`config.mk`:
```
export PLATFORM = sky130hd
export DESIGN_NAME = stream_mux_rr
export DESIGN_NICKNAME = d
export VERILOG_FILES = /design/src/rtl/stream_mux_rr.sv
export SDC_FILE = /design/constraint.sdc
export NUM_CORES = 1
export LEC_CHECK = 0
export ABC_CLOCK_PERIOD_IN_PS = 6790
export BUFFER_PORTS_ARGS = -buffer_cell sky130_fd_sc_hd__buf_2
export CAP_MARGIN = 20
export CORE_ASPECT_RATIO = 1.75
export CORE_MARGIN = 4
export CORE_UTILIZATION = 35
export DETAILED_ROUTE_END_ITERATION = 7
export GPL_TIMING_DRIVEN = 0
export PLACE_DENSITY = 0.56
export SETUP_SLACK_MARGIN = 0.05
export SYNTH_ARGS = -nofsm -noshare
export SYNTH_HDL_FRONTEND = slang
export SYNTH_SLANG_ARGS = --single-unit
```
`constraint.sdc`:
```
create_clock -name clk -period 6.79 [get_ports clk]
set_clock_uncertainty 0.15 [all_clocks]
set_input_delay 0.679 -clock clk [delete_from_list [all_inputs] [get_ports clk]]
set_output_delay 0.679 -clock clk [all_outputs]
set_load 0.02 [all_outputs]
```
`src/rtl/stream_mux_rr.sv`:
```
// stream_mux_rr: NUM_CH valid/ready input streams multiplexed onto one
// registered output stream. Channel choice is round-robin (mode=0) or a
// fixed select (mode=1), decided combinationally every cycle. A saturating
// counter tracks output beats consumed downstream.
//
// Handshake: a beat moves across any interface on a rising edge where both
// valid and ready are high. Producers hold valid and data until accepted.
// in_ready is combinational and may only rise for the granted channel when
// the output register can take a new beat (empty, or draining this cycle).
// out_valid/out_data/out_ch are registered and held stable while
// out_valid && !out_ready.
module stream_mux_rr #(
    parameter int WIDTH  = 8,
    parameter int NUM_CH = 4,
    parameter int SEL_W  = 4,
    parameter int CNT_W  = 16
) (
    input  logic                    clk,
    input  logic                    rst_n,
    input  logic [NUM_CH*WIDTH-1:0] in_data,
    input  logic [NUM_CH-1:0]       in_valid,
    output logic [NUM_CH-1:0]       in_ready,
    input  logic                    mode,
    input  logic [SEL_W-1:0]        sel,
    output logic [WIDTH-1:0]        out_data,
    output logic [SEL_W-1:0]        out_ch,
    output logic                    out_valid,
    input  logic                    out_ready,
    output logic [CNT_W-1:0]        xfer_cnt
);

    // Output stage and arbitration state
    logic [WIDTH-1:0]  r_out_data;
    logic [SEL_W-1:0]  r_out_ch;
    logic              r_out_valid;
    logic [SEL_W-1:0]  r_last_grant;
    logic [CNT_W-1:0]  r_xfer_cnt;

    // Arbitration results
    logic              w_grant_any;
    int                w_grant_idx;
    logic              w_load_en;
    logic              w_accept;
    logic [WIDTH-1:0]  w_sel_data;

    // Grant selection: rotating search after the last winner, or fixed sel
    always_comb begin
        int                c;
        int                s;
        logic [NUM_CH-1:0] v;
        w_grant_any = 1'b0;
        w_grant_idx = 0;
        c           = 0;
        s           = 0;
        v           = '0;
        if (!mode) begin
            for (int k = 1; k <= NUM_CH; k++) begin
                c = int'(r_last_grant) + k;
                if (c >= NUM_CH) begin
                    c = c - NUM_CH;
                end
                v = in_valid >> c;
                if (!w_grant_any && v[0]) begin
                    w_grant_any = 1'b1;
                    w_grant_idx = c;
                end
            end
        end else begin
            // Out-of-range sel simply never grants
            s = int'(sel);
            if (s < NUM_CH) begin
                v = in_valid >> s;
                if (v[0]) begin
                    w_grant_any = 1'b1;
                    w_grant_idx = s;
                end
            end
        end
    end

    // Load enable, handshake and granted-channel data selection
    always_comb begin
        w_load_en  = !r_out_valid || out_ready;
        w_accept   = rst_n && w_load_en && w_grant_any;
        in_ready   = w_accept ? (NUM_CH'(1) << w_grant_idx) : '0;
        w_sel_data = WIDTH'(in_data >> (w_grant_idx * WIDTH));
    end

    // Output register, last-grant pointer and saturating beat counter
    always_ff @(posedge clk) begin
        if (!rst_n) begin
            r_out_data   <= '0;
            r_out_ch     <= '0;
            r_out_valid  <= 1'b0;
            r_last_grant <= SEL_W'(NUM_CH - 1);
            r_xfer_cnt   <= '0;
        end else begin
            if (w_accept) begin
                r_out_data   <= w_sel_data;
                r_out_ch     <= SEL_W'(w_grant_idx);
                r_out_valid  <= 1'b1;
                r_last_grant <= SEL_W'(w_grant_idx);
            end else if (r_out_valid && out_ready) begin
                // Drained with nothing to refill: data/ch keep last values
                r_out_valid <= 1'b0;
            end
            if (r_out_valid && out_ready && (r_xfer_cnt != {CNT_W{1'b1}})) begin
                r_xfer_cnt <= r_xfer_cnt + CNT_W'(1);
            end
        end
    end

    assign out_data  = r_out_data;
    assign out_ch    = r_out_ch;
    assign out_valid = r_out_valid;
    assign xfer_cnt  = r_xfer_cnt;

endmodule
```
==> flow_summary.yaml, run 1 <==
outcome:
  status: "finished, final reports clean"
route:
  dr.pass1.iters: 4
  num_vias: 2188
  vias_per_cell: 5.11
  routedWlPerCell_um: 14.0
  first_iter_violations: 119
  drc: 0
  drtAntennaViolNets: 0
  wl_um: 6000
yosys:
  synth_top_area_cell: "dfxtp_1"
  synth_top_family_by_area: "simple AND/OR/NAND/NOR gates"
  yosysTopAreaCellShare: 0.260
  ys_types: 55
  yosys.cell_count.top_type: "dfxtp_1"
  muxShareOfSynthArea: 0.145
  synthFlopType: "dfxtp_1"
  netlist_top_cells_count: "dfxtp_1 (31), ha_1 (21), nor2_1 (21), nand2_1 (18), inv_1 (14)"
  netlist_top_cells_area: "dfxtp_1 (26%), ha_1 (11%), mux2_2 (5.7%), mux2_4 (4.4%), and3_1 (3.4%)"
  yosys.area_share.simple: 0.207
  synth_compound_area_frac: 0.175
  synth_xor_area_frac: 0.0549
  synth_edf_count: 0
  synth_nets: 327
  syn_inst: 262
  syn-mean-instance-area_um2: 9.13
  async_flop_share: 0
  synth_fa_ha_area_frac: 0.110
  ys_seq_area_frac: 0.260
  syn_area_mm2: 0.00239
  ys_ff_latch: 31
  ys_warn_count: 0
pwr:
  p_leak_uw: 0.00147
  switchingPower_uw: 214
  p_per_area_mw_per_mm2: 231
  sw_frac_of_total: 0.303
  pwr-share-comb: 0.333
  seq_power_share: 0.295
  clkPwrFrac: 0.372
  power_uw: 704
  ir_drop_v: 0.000172
  internal_power_uw: 490
clock_tree:
  cts_repair_resize_count: 0
  clock_sink_count: 31
  cts_setup_buffers: 0
  cts.clk_slew.worst_paths_ps: 50
  cts_buffers: 5
  cts_max_level: 2
  clk_latency_ps: 280
  root_buffer: "clkbuf_16"
  hold_buffers: 0
  clockBufferDepth: 2
  cts_tree: "yes"
run:
  max-cap-violations: 0
global_routing:
  grt_pass1_wl_um: 10100
  grt_max_degree: 11
  antenna_found_initial: 0
  grt_pass1_vias: 2247
  grt.overflow.total: 0
  track_usage: 0.148
hold_path:
  hp-class: "reg -> reg"
floorplanning:
  coreArea_mm2: 0.00659
  dieArea_mm2: 0.00827
  num_rows: 39
  die_w_um: 70.5
  die_h_um: 117
  initial_core_util: 0.363
  io_pins: 77
critical_path:
  r2r_slack_ps: 2630
  path_class: "reg -> out"
  crit_path_start_kind: "flop"
  crit_fanout: 9
  endpoint_kind: "output pin"
  cp.required_ps: 5960
  r2r_start: "r_last_grant[1]"
  cp-endpoint: "in_ready[0]"
  regToRegEndpoint: "out_data[2]"
  worstSetupStartpoint: "r_last_grant[1]"
  cp.arrival_ps: 4220
  ff2ff_path_depth: 16
timing:
  fmax_ghz: 0.198
  slew_headroom: 0.596
  slew_violations: 0
  rsz0062_at_grt: "no"
  finalCritPeriodShare: 0.743
  worst_slew_pin_slew_ps: 603
  hold_viol_final: 0
  setup-violations-final: 0
  setup_tns_ps: 0
  min_period_ps: 5040
final_layout:
  drive_gt1_frac: 0.355
  antennaDiodeCount: 0
  multi_input_area_mm2: 0.00166
  final_util: 0.463
  n_fill_cell: 687
  area.growth.synth_to_final_pct: 27.5
  seq_area_um2: 621
  nNetsFinal: 410
placed_design:
  dpl.hpwl_um: 4820
  io_buffers: 76
  gp_congestion: 0.781
power groups by stage:
stage               clock [uW]  sequential (uW)  combinational [uW]
finish                     262              208                 235
floorplan                    0              226                 159
CTS                        267              208                 237
global placement             0              212                 235
detailed placement           0              211                 237
global route               273              210                 258
how the worst min path moves through the flow:
stage | startpoint | end | cells after the start
after floorplan | out_ch[1] | out_ch[1] | 2
after global placement | out_ch[1] | out_ch[1] | 2
after detailed placement | out_ch[1] | out_ch[1] | 2
after CTS | out_ch[1] | out_ch[1] | 2
after global routing | out_ch[1] | out_ch[1] | 2
final | out_ch[1] | out_ch[1] | 2
registers in the layout (all words and copies together), names as in the netlist:
signal	count
out_ch	4
out_data	8
out_valid	1
r_last_grant	2
xfer_cnt	16
critical path, cell delays in order, from the launching register on:
cell	delay [ps]
dfxtp_1	410
buf_2	240
inv_1	130
ha_1	210
a21oi_2	150
xnor2_1	230
ha_1	220
ha_1	150
a21boi_0	260
nor4b_1	100
a31o_2	240
o211ai_1	150
mux2_2	400
o21a_1	210
nor2_1	480
and2_1	200
buf_2	160
area by class of cell:
cell class / count / share of cell area
tap: 82 / 0.0337
buffer: 10 / 0.0201
multi-input combinational: 207 / 0.544
timing repair buffer: 76 / 0.125
clock buffer: 6 / 0.0456
clock inverter: 2 / 0.0115
sequential: 31 / 0.204
inverter: 14 / 0.0172
cell usage in the layout (no fill, tap or decap), types with 2 or more instances in the layout:
master     instances
nor3_1             2
inv_1             14
or3_1              4
buf_4              4
and4_1             2
nand3_1            6
a21oi_1           10
xnor2_1            8
a31oi_1            3
and2_1             7
o211ai_1           2
clkbuf_1           4
nand2_1           18
mux2i_1            4
clkbuf_16          5
mux4_2             3
a211oi_1           2
a221o_1            8
mux2_2            12
nand2b_1           4
o21a_1             2
ha_1              21
mux2_4             7
or2_2              2
o21ai_0            8
nand4_1            6
buf_2             77
dfxtp_1           31
and3_1            13
nand3b_1           2
xor2_1             7
nor2_1            21
kinds of logic (layout without fill, tap and decap cells):
group,Yosys count,after routing
AO/OA/AOI/OAI,52,52
XOR/XNOR,15,15
adder cells (fa/ha/maj),21,21
buffers and inverters,24,108
flip-flops,31,31
multiplexers,26,26
AND/OR/NAND/NOR,93,93
per-stage QoR:
step | std cells | hold slack, ps | worst slack (ps) | area (um^2)
2_1_floorplan | 262 | 385 | 2600 | 2390
3_3_place_gp | 420 | 309 | 2050 | 2870
3_5_place_dp | 420 | 305 | 2000 | 2870
4_1_cts | 428 | 314 | 1690 | 3050
5_1_grt | 428 | 346 | 1430 | 3050
6_report | 428 | 311 | 1750 | 3050
routing by layer:
metal / vias up / share of wire / global-route usage
met5: - / 0 / 0
met4: 0 / 0.016 / 0.0516
met3: 8 / 0.042 / 0.0231
met2: 52 / 0.57 / 0.281
met1: 1007 / 0.37 / 0.160
li1: 1121 / - / -
Power figures use the tool's default switching activity.
==> run 2: changes to the inputs <==
--- a/config.mk
+++ b/config.mk
@@ -5,7 +5,7 @@
 export SDC_FILE = /design/constraint.sdc
 export NUM_CORES = 1
 export LEC_CHECK = 0
-export ABC_CLOCK_PERIOD_IN_PS = 6790
+export ABC_CLOCK_PERIOD_IN_PS = 4200
 export BUFFER_PORTS_ARGS = -buffer_cell sky130_fd_sc_hd__buf_2
 export CAP_MARGIN = 20
 export CORE_ASPECT_RATIO = 1.75
@@ -13,7 +13,7 @@
 export CORE_UTILIZATION = 35
 export DETAILED_ROUTE_END_ITERATION = 7
 export GPL_TIMING_DRIVEN = 0
-export PLACE_DENSITY = 0.56
+export PLACE_DENSITY = 0.58
 export SETUP_SLACK_MARGIN = 0.05
 export SYNTH_ARGS = -nofsm -noshare
 export SYNTH_HDL_FRONTEND = slang
==> constraint.sdc (replaced) <==
create_clock -name clk -period 4.2 [get_ports clk]
set_clock_uncertainty 0.15 [all_clocks]
set_input_delay 0.42 -clock clk [delete_from_list [all_inputs] [get_ports clk]]
set_output_delay 0.42 -clock clk [all_outputs]
set_load 0.02 [all_outputs]
==> flow_summary.yaml, run 2 (synthesized netlist as in run 1, its figures left out) <==
outcome:
  status: "finished, final reports clean"
final_layout:
  final_cell_mix: "buf_2 (72), dfxtp_1 (28), buf_4 (24)"
  seq_area_um2: 632
  drive_gt1_frac: 0.458
  area.growth.synth_to_final_pct: 42.5
  antennaDiodeCount: 0
  largest_reg_flops: 16
  layout_commonest_cell: "buf_2"
  final_util: 0.517
  multi_input_area_mm2: 0.00179
  nNetsFinal: 431
  n_fill_cell: 622
timing:
  rsz0062_at_grt: "yes"
  slew_headroom: 0.635
  min_period_ps: 4020
  hold_viol_final: 0
  slew_violations: 0
  finalCritPeriodShare: 0.958
  worst_hold_slack_ps: 301
  worst_slew_pin_slew_ps: 548
  setup-violations-final: 0
  setup_tns_ps: 0
  fmax_ghz: 0.249
route:
  vias_per_cell: 5.17
  num_vias: 2320
  dr.pass1.iters: 4
  first_iter_violations: 54
  drc: 0
  drtAntennaViolNets: 0
  routedWlPerCell_um: 14.5
  wl_um: 6490
critical_path:
  cp.arrival_ps: 3450
  crit_fanout: 6
  worstPathCellList: "buf_8 -> clkinvlp_4 -> ha_4 -> ha_1 -> ha_1 -> nand2_1 -> a211o_1 -> a22o_1 -> or2_4 -> a41oi_4 -> nand3_2 -> buf_6 -> or2_4 -> nor2_2 -> buf_6"
  r2r_slack_ps: 440
  path_delay_family: "compound AO/OA/AOI/OAI gates"
  slowest_delay_ps: 380
  cp.required_ps: 3630
  slowest_stage: "dfxtp_4"
  endpoint_kind: "output pin"
  r2r_start: "out_ch[2]"
  path_buf_inv: 4
  crit_path_start_kind: "flop"
  worstSetupStartpoint: "out_ch[2]"
  path_class: "reg -> out"
floorplanning:
  initial_core_util: 0.363
  die_w_um: 70.5
  die_h_um: 117
  io_pins: 77
  coreArea_mm2: 0.00659
  dieArea_mm2: 0.00827
  num_rows: 39
global_routing:
  grt_max_degree: 11
  grt_pass1_wl_um: 10600
  grt_pass1_vias: 2371
  track_usage: 0.156
  grt.overflow.total: 0
  antenna_found_initial: 0
clock_tree:
  clk_latency_ps: 280
  cts_buffers: 5
  cts_max_level: 2
  cts_tree: "yes"
  hold_buffers: 0
  clockBufferDepth: 2
  clock_sink_count: 31
  root_buffer: "clkbuf_16"
  cts.clk_slew.worst_paths_ps: 50
pwr:
  switchingPower_uw: 377
  internal_power_uw: 845
  pwr-share-comb: 0.379
  seq_power_share: 0.274
  clkPwrFrac: 0.347
  p_leak_uw: 0.00161
  p_per_area_mw_per_mm2: 359
  ir_drop_v: 0.000259
  sw_frac_of_total: 0.309
  power_uw: 1220
placed_design:
  dpl.hpwl_um: 4940
  io_buffers: 76
  gp_congestion: 0.739
hold_path:
  hp-class: "reg -> reg"
  worstHoldStart: "out_ch[1]"
run:
  max-cap-violations: 0
[run 2: cell types whose count changed in the layout (fill, tap and decap cells not counted), sizes merged]
cell / before / now
buf: 82 / 104
clkbuf: 10 / 9
inv: 14 / 13
clkinvlp: 0 / 1
[run 2: per-layer routing]
metal | track usage | share of wire
met3 | 0.0308 | 0.042
met5 | 0 | 0
met1 | 0.152 | 0.36
met4 | 0.0659 | 0.024
met2 | 0.303 | 0.58
[run 2: final cells by class]
type	instances	area share
clock inverter	2	0.0103
inverter	14	0.0165
multi-input combinational	207	0.525
sequential	31	0.185
buffer	10	0.0275
clock buffer	6	0.0407
timing repair buffer	97	0.164
tap	82	0.0301
[run 2: timing repair]
action / 4_1_cts / 5_1_grt
gates cloned: 0 / 0
setup buffers: 4 / 17
hold endpoints to repair: 0 / 0
pin swaps: 7 / 13
gates resized for setup: 28 / 27
endpoints found under the setup margin: 4 / 4
[run 2: worst reg2reg max path: stages (launching register included)]
cell        delay, ps
dfxtp_4           380
buf_8             120
clkinvlp_4        120
ha_4              240
ha_1              180
ha_1              270
nand2_1            50
a211o_1           270
a22o_1            270
o211ai_1          320
o2111ai_2         200
o21ai_4           190
buf_4             210
mux2_2            350
a221o_1           350
[run 2: final timing paths]
path / end / cells past startpoint
worst max-delay path: in_ready[3] / 15
worst min register to register: out_ch[1] / 2
worst max register to register: out_data[6] / 14
worst min-delay path: out_ch[1] / 2
[run 2: through the flow]
stage / worst slack (ps) / cells / instance area [um^2]
finish: 178 / 449 / 3410
global route: 0.861 / 449 / 3410
CTS: 80.4 / 432 / 3180
detailed placement: -305 / 420 / 2870
global placement: -272 / 420 / 2870
floorplan: 268 / 262 / 2390
[run 2: power groups by stage]
stage | sequential, uW | clock [uW] | combinational [uW]
floorplan | 365 | 0 | 257
detailed placement | 340 | 0 | 383
finish | 335 | 424 | 463
global placement | 341 | 0 | 378
global route | 339 | 446 | 504
CTS | 336 | 433 | 416
==> run 3: changes to the inputs <==
--- a/config.mk
+++ b/config.mk
@@ -8,12 +8,15 @@
 export ABC_CLOCK_PERIOD_IN_PS = 4200
 export BUFFER_PORTS_ARGS = -buffer_cell sky130_fd_sc_hd__buf_2
 export CAP_MARGIN = 20
+export CELL_PAD_IN_SITES_DETAIL_PLACEMENT = 0
+export CELL_PAD_IN_SITES_GLOBAL_PLACEMENT = 1
 export CORE_ASPECT_RATIO = 1.75
 export CORE_MARGIN = 4
-export CORE_UTILIZATION = 35
+export CORE_UTILIZATION = 34
 export DETAILED_ROUTE_END_ITERATION = 7
 export GPL_TIMING_DRIVEN = 0
-export PLACE_DENSITY = 0.58
+export PLACE_DENSITY = 0.73
+export RECOVER_POWER = 50
 export SETUP_SLACK_MARGIN = 0.05
 export SYNTH_ARGS = -nofsm -noshare
 export SYNTH_HDL_FRONTEND = slang
==> flow_summary.yaml, run 3 (synthesized netlist as in run 1, its figures left out) <==
clock_tree:
  clk_latency_ps: 270
  cts_tree: "yes"
  root_buffer: "clkbuf_16"
  clockBufferDepth: 2
  cts.clk_slew.worst_paths_ps: 50
  clock_sink_count: 31
  cts_buffers: 5
  cts_max_level: 2
final_layout:
  antennaDiodeCount: 0
  drive_gt1_frac: 0.351
  layout_commonest_cell: "buf_2"
  final_cell_mix: "buf_2 (45), clkbuf_1 (31), dfxtp_1 (28)"
  nNetsFinal: 424
  area.growth.synth_to_final_pct: 35.6
  largest_reg_flops: 16
critical_path:
  cp.required_ps: 3630
  endpoint_kind: "output pin"
  crit_fanout: 8
  r2r_start: "out_ch[2]"
  cp.arrival_ps: 3440
  path_class: "reg -> out"
  crit_path_start_kind: "flop"
  worstSetupStartpoint: "out_ch[2]"
route:
  dr.pass1.iters: 4
  num_vias: 2266
  drtAntennaViolNets: 0
  drc: 0
  routedWlPerCell_um: 14.2
  first_iter_violations: 58
  wl_um: 6310
  vias_per_cell: 5.12
hold_path:
  hp-class: "reg -> reg"
  worstHoldStart: "out_ch[1]"
pwr:
  sw_frac_of_total: 0.322
  internal_power_uw: 764
  ir_drop_v: 0.000232
  p_leak_uw: 0.00144
  power_uw: 1130
  seq_power_share: 0.297
  switchingPower_uw: 363
  clkPwrFrac: 0.313
  p_per_area_mw_per_mm2: 348
  pwr-share-comb: 0.389
placed_design:
  dpl.hpwl_um: 5020
  gp_congestion: 0.810
  io_buffers: 76
timing:
  slew_headroom: 0.680
  worst_slew_pin_slew_ps: 479
  hold_viol_final: 0
  finalCritPeriodShare: 0.954
  setup-violations-final: 0
  slew_violations: 0
  fmax_ghz: 0.250
  setup_tns_ps: 0
  min_period_ps: 4010
  rsz0062_at_grt: "yes"
  worst_hold_slack_ps: 316
floorplanning:
  die_w_um: 71.4
  io_pins: 77
  coreArea_mm2: 0.00686
  initial_core_util: 0.349
  dieArea_mm2: 0.00849
  num_rows: 40
  die_h_um: 119
global_routing:
  track_usage: 0.151
  grt_max_degree: 11
  grt_pass1_vias: 2367
  grt_pass1_wl_um: 10600
  antenna_found_initial: 0
  grt.overflow.total: 0
outcome:
  status: "finished, final reports clean"
run:
  max-cap-violations: 0
==> run 3: per-stage QoR <==
step,util,std cells,instance area [um^2],setup WS (ps)
after floorplan,-,262,2390,268
after global placement,0.420,422,2880,-309
after detailed placement,0.420,422,2880,-334
after CTS,0.463,437,3170,59.4
after global routing,0.473,443,3240,48.8
final,0.473,443,3240,193
==> run 3: power by group through the flow <==
stage,Sequential (uW),Clock [uW],Combinational (uW)
finish,335,353,439
global route,339,374,477
CTS,337,358,420
detailed placement,341,0,385
global placement,341,0,380
floorplan,365,0,257
==> run 3: layout make-up <==
type / count / area, um^2
clock inverters: 1 / 5.00
repair buffers: 90 / 458
flip-flops and latches: 31 / 632
clock buffers: 6 / 139
fillers: 687 / 3610
plain buffers: 10 / 90.1
well taps: 84 / 105
multi-input cells: 207 / 1760
inverters: 14 / 56.3
==> run 3: per-layer routing <==
metal  vias up  share of wire  global-route usage
li1       1147              -                   -
met1      1071           0.36               0.148
met2        38           0.58               0.300
met3        10          0.031              0.0228
met4         0          0.023              0.0576
met5         -              0                   0
==> run 3: final timing paths <==
path | cells after the start | end | slack, ps
worst max-delay path | 14 | in_ready[0] | 190
worst min register to register | 2 | out_ch[1] | 320
worst min-delay path | 2 | out_ch[1] | 320
worst max register to register | 14 | out_data[6] | 420
==> run 3: what timing repair did <==
item	4_1_cts	5_1_grt
endpoints found under the setup margin	11	4
buffers inserted	8	6
pin swaps	9	8
resized for setup	26	13
hold buffers	0	0
==> run 3: worst max-delay path, cell delays in order (launching register included) <==
cell and delay, ps:
dfxtp_4 370, buf_8 140, clkinvlp_4 120, ha_4 260
ha_1 180, ha_1 270, nand2_1 40, a211o_1 260
a22o_1 250, o211ai_1 330, mux2_4 360, o21a_4 230
nor2_4 100, and2_1 140, buf_4 130
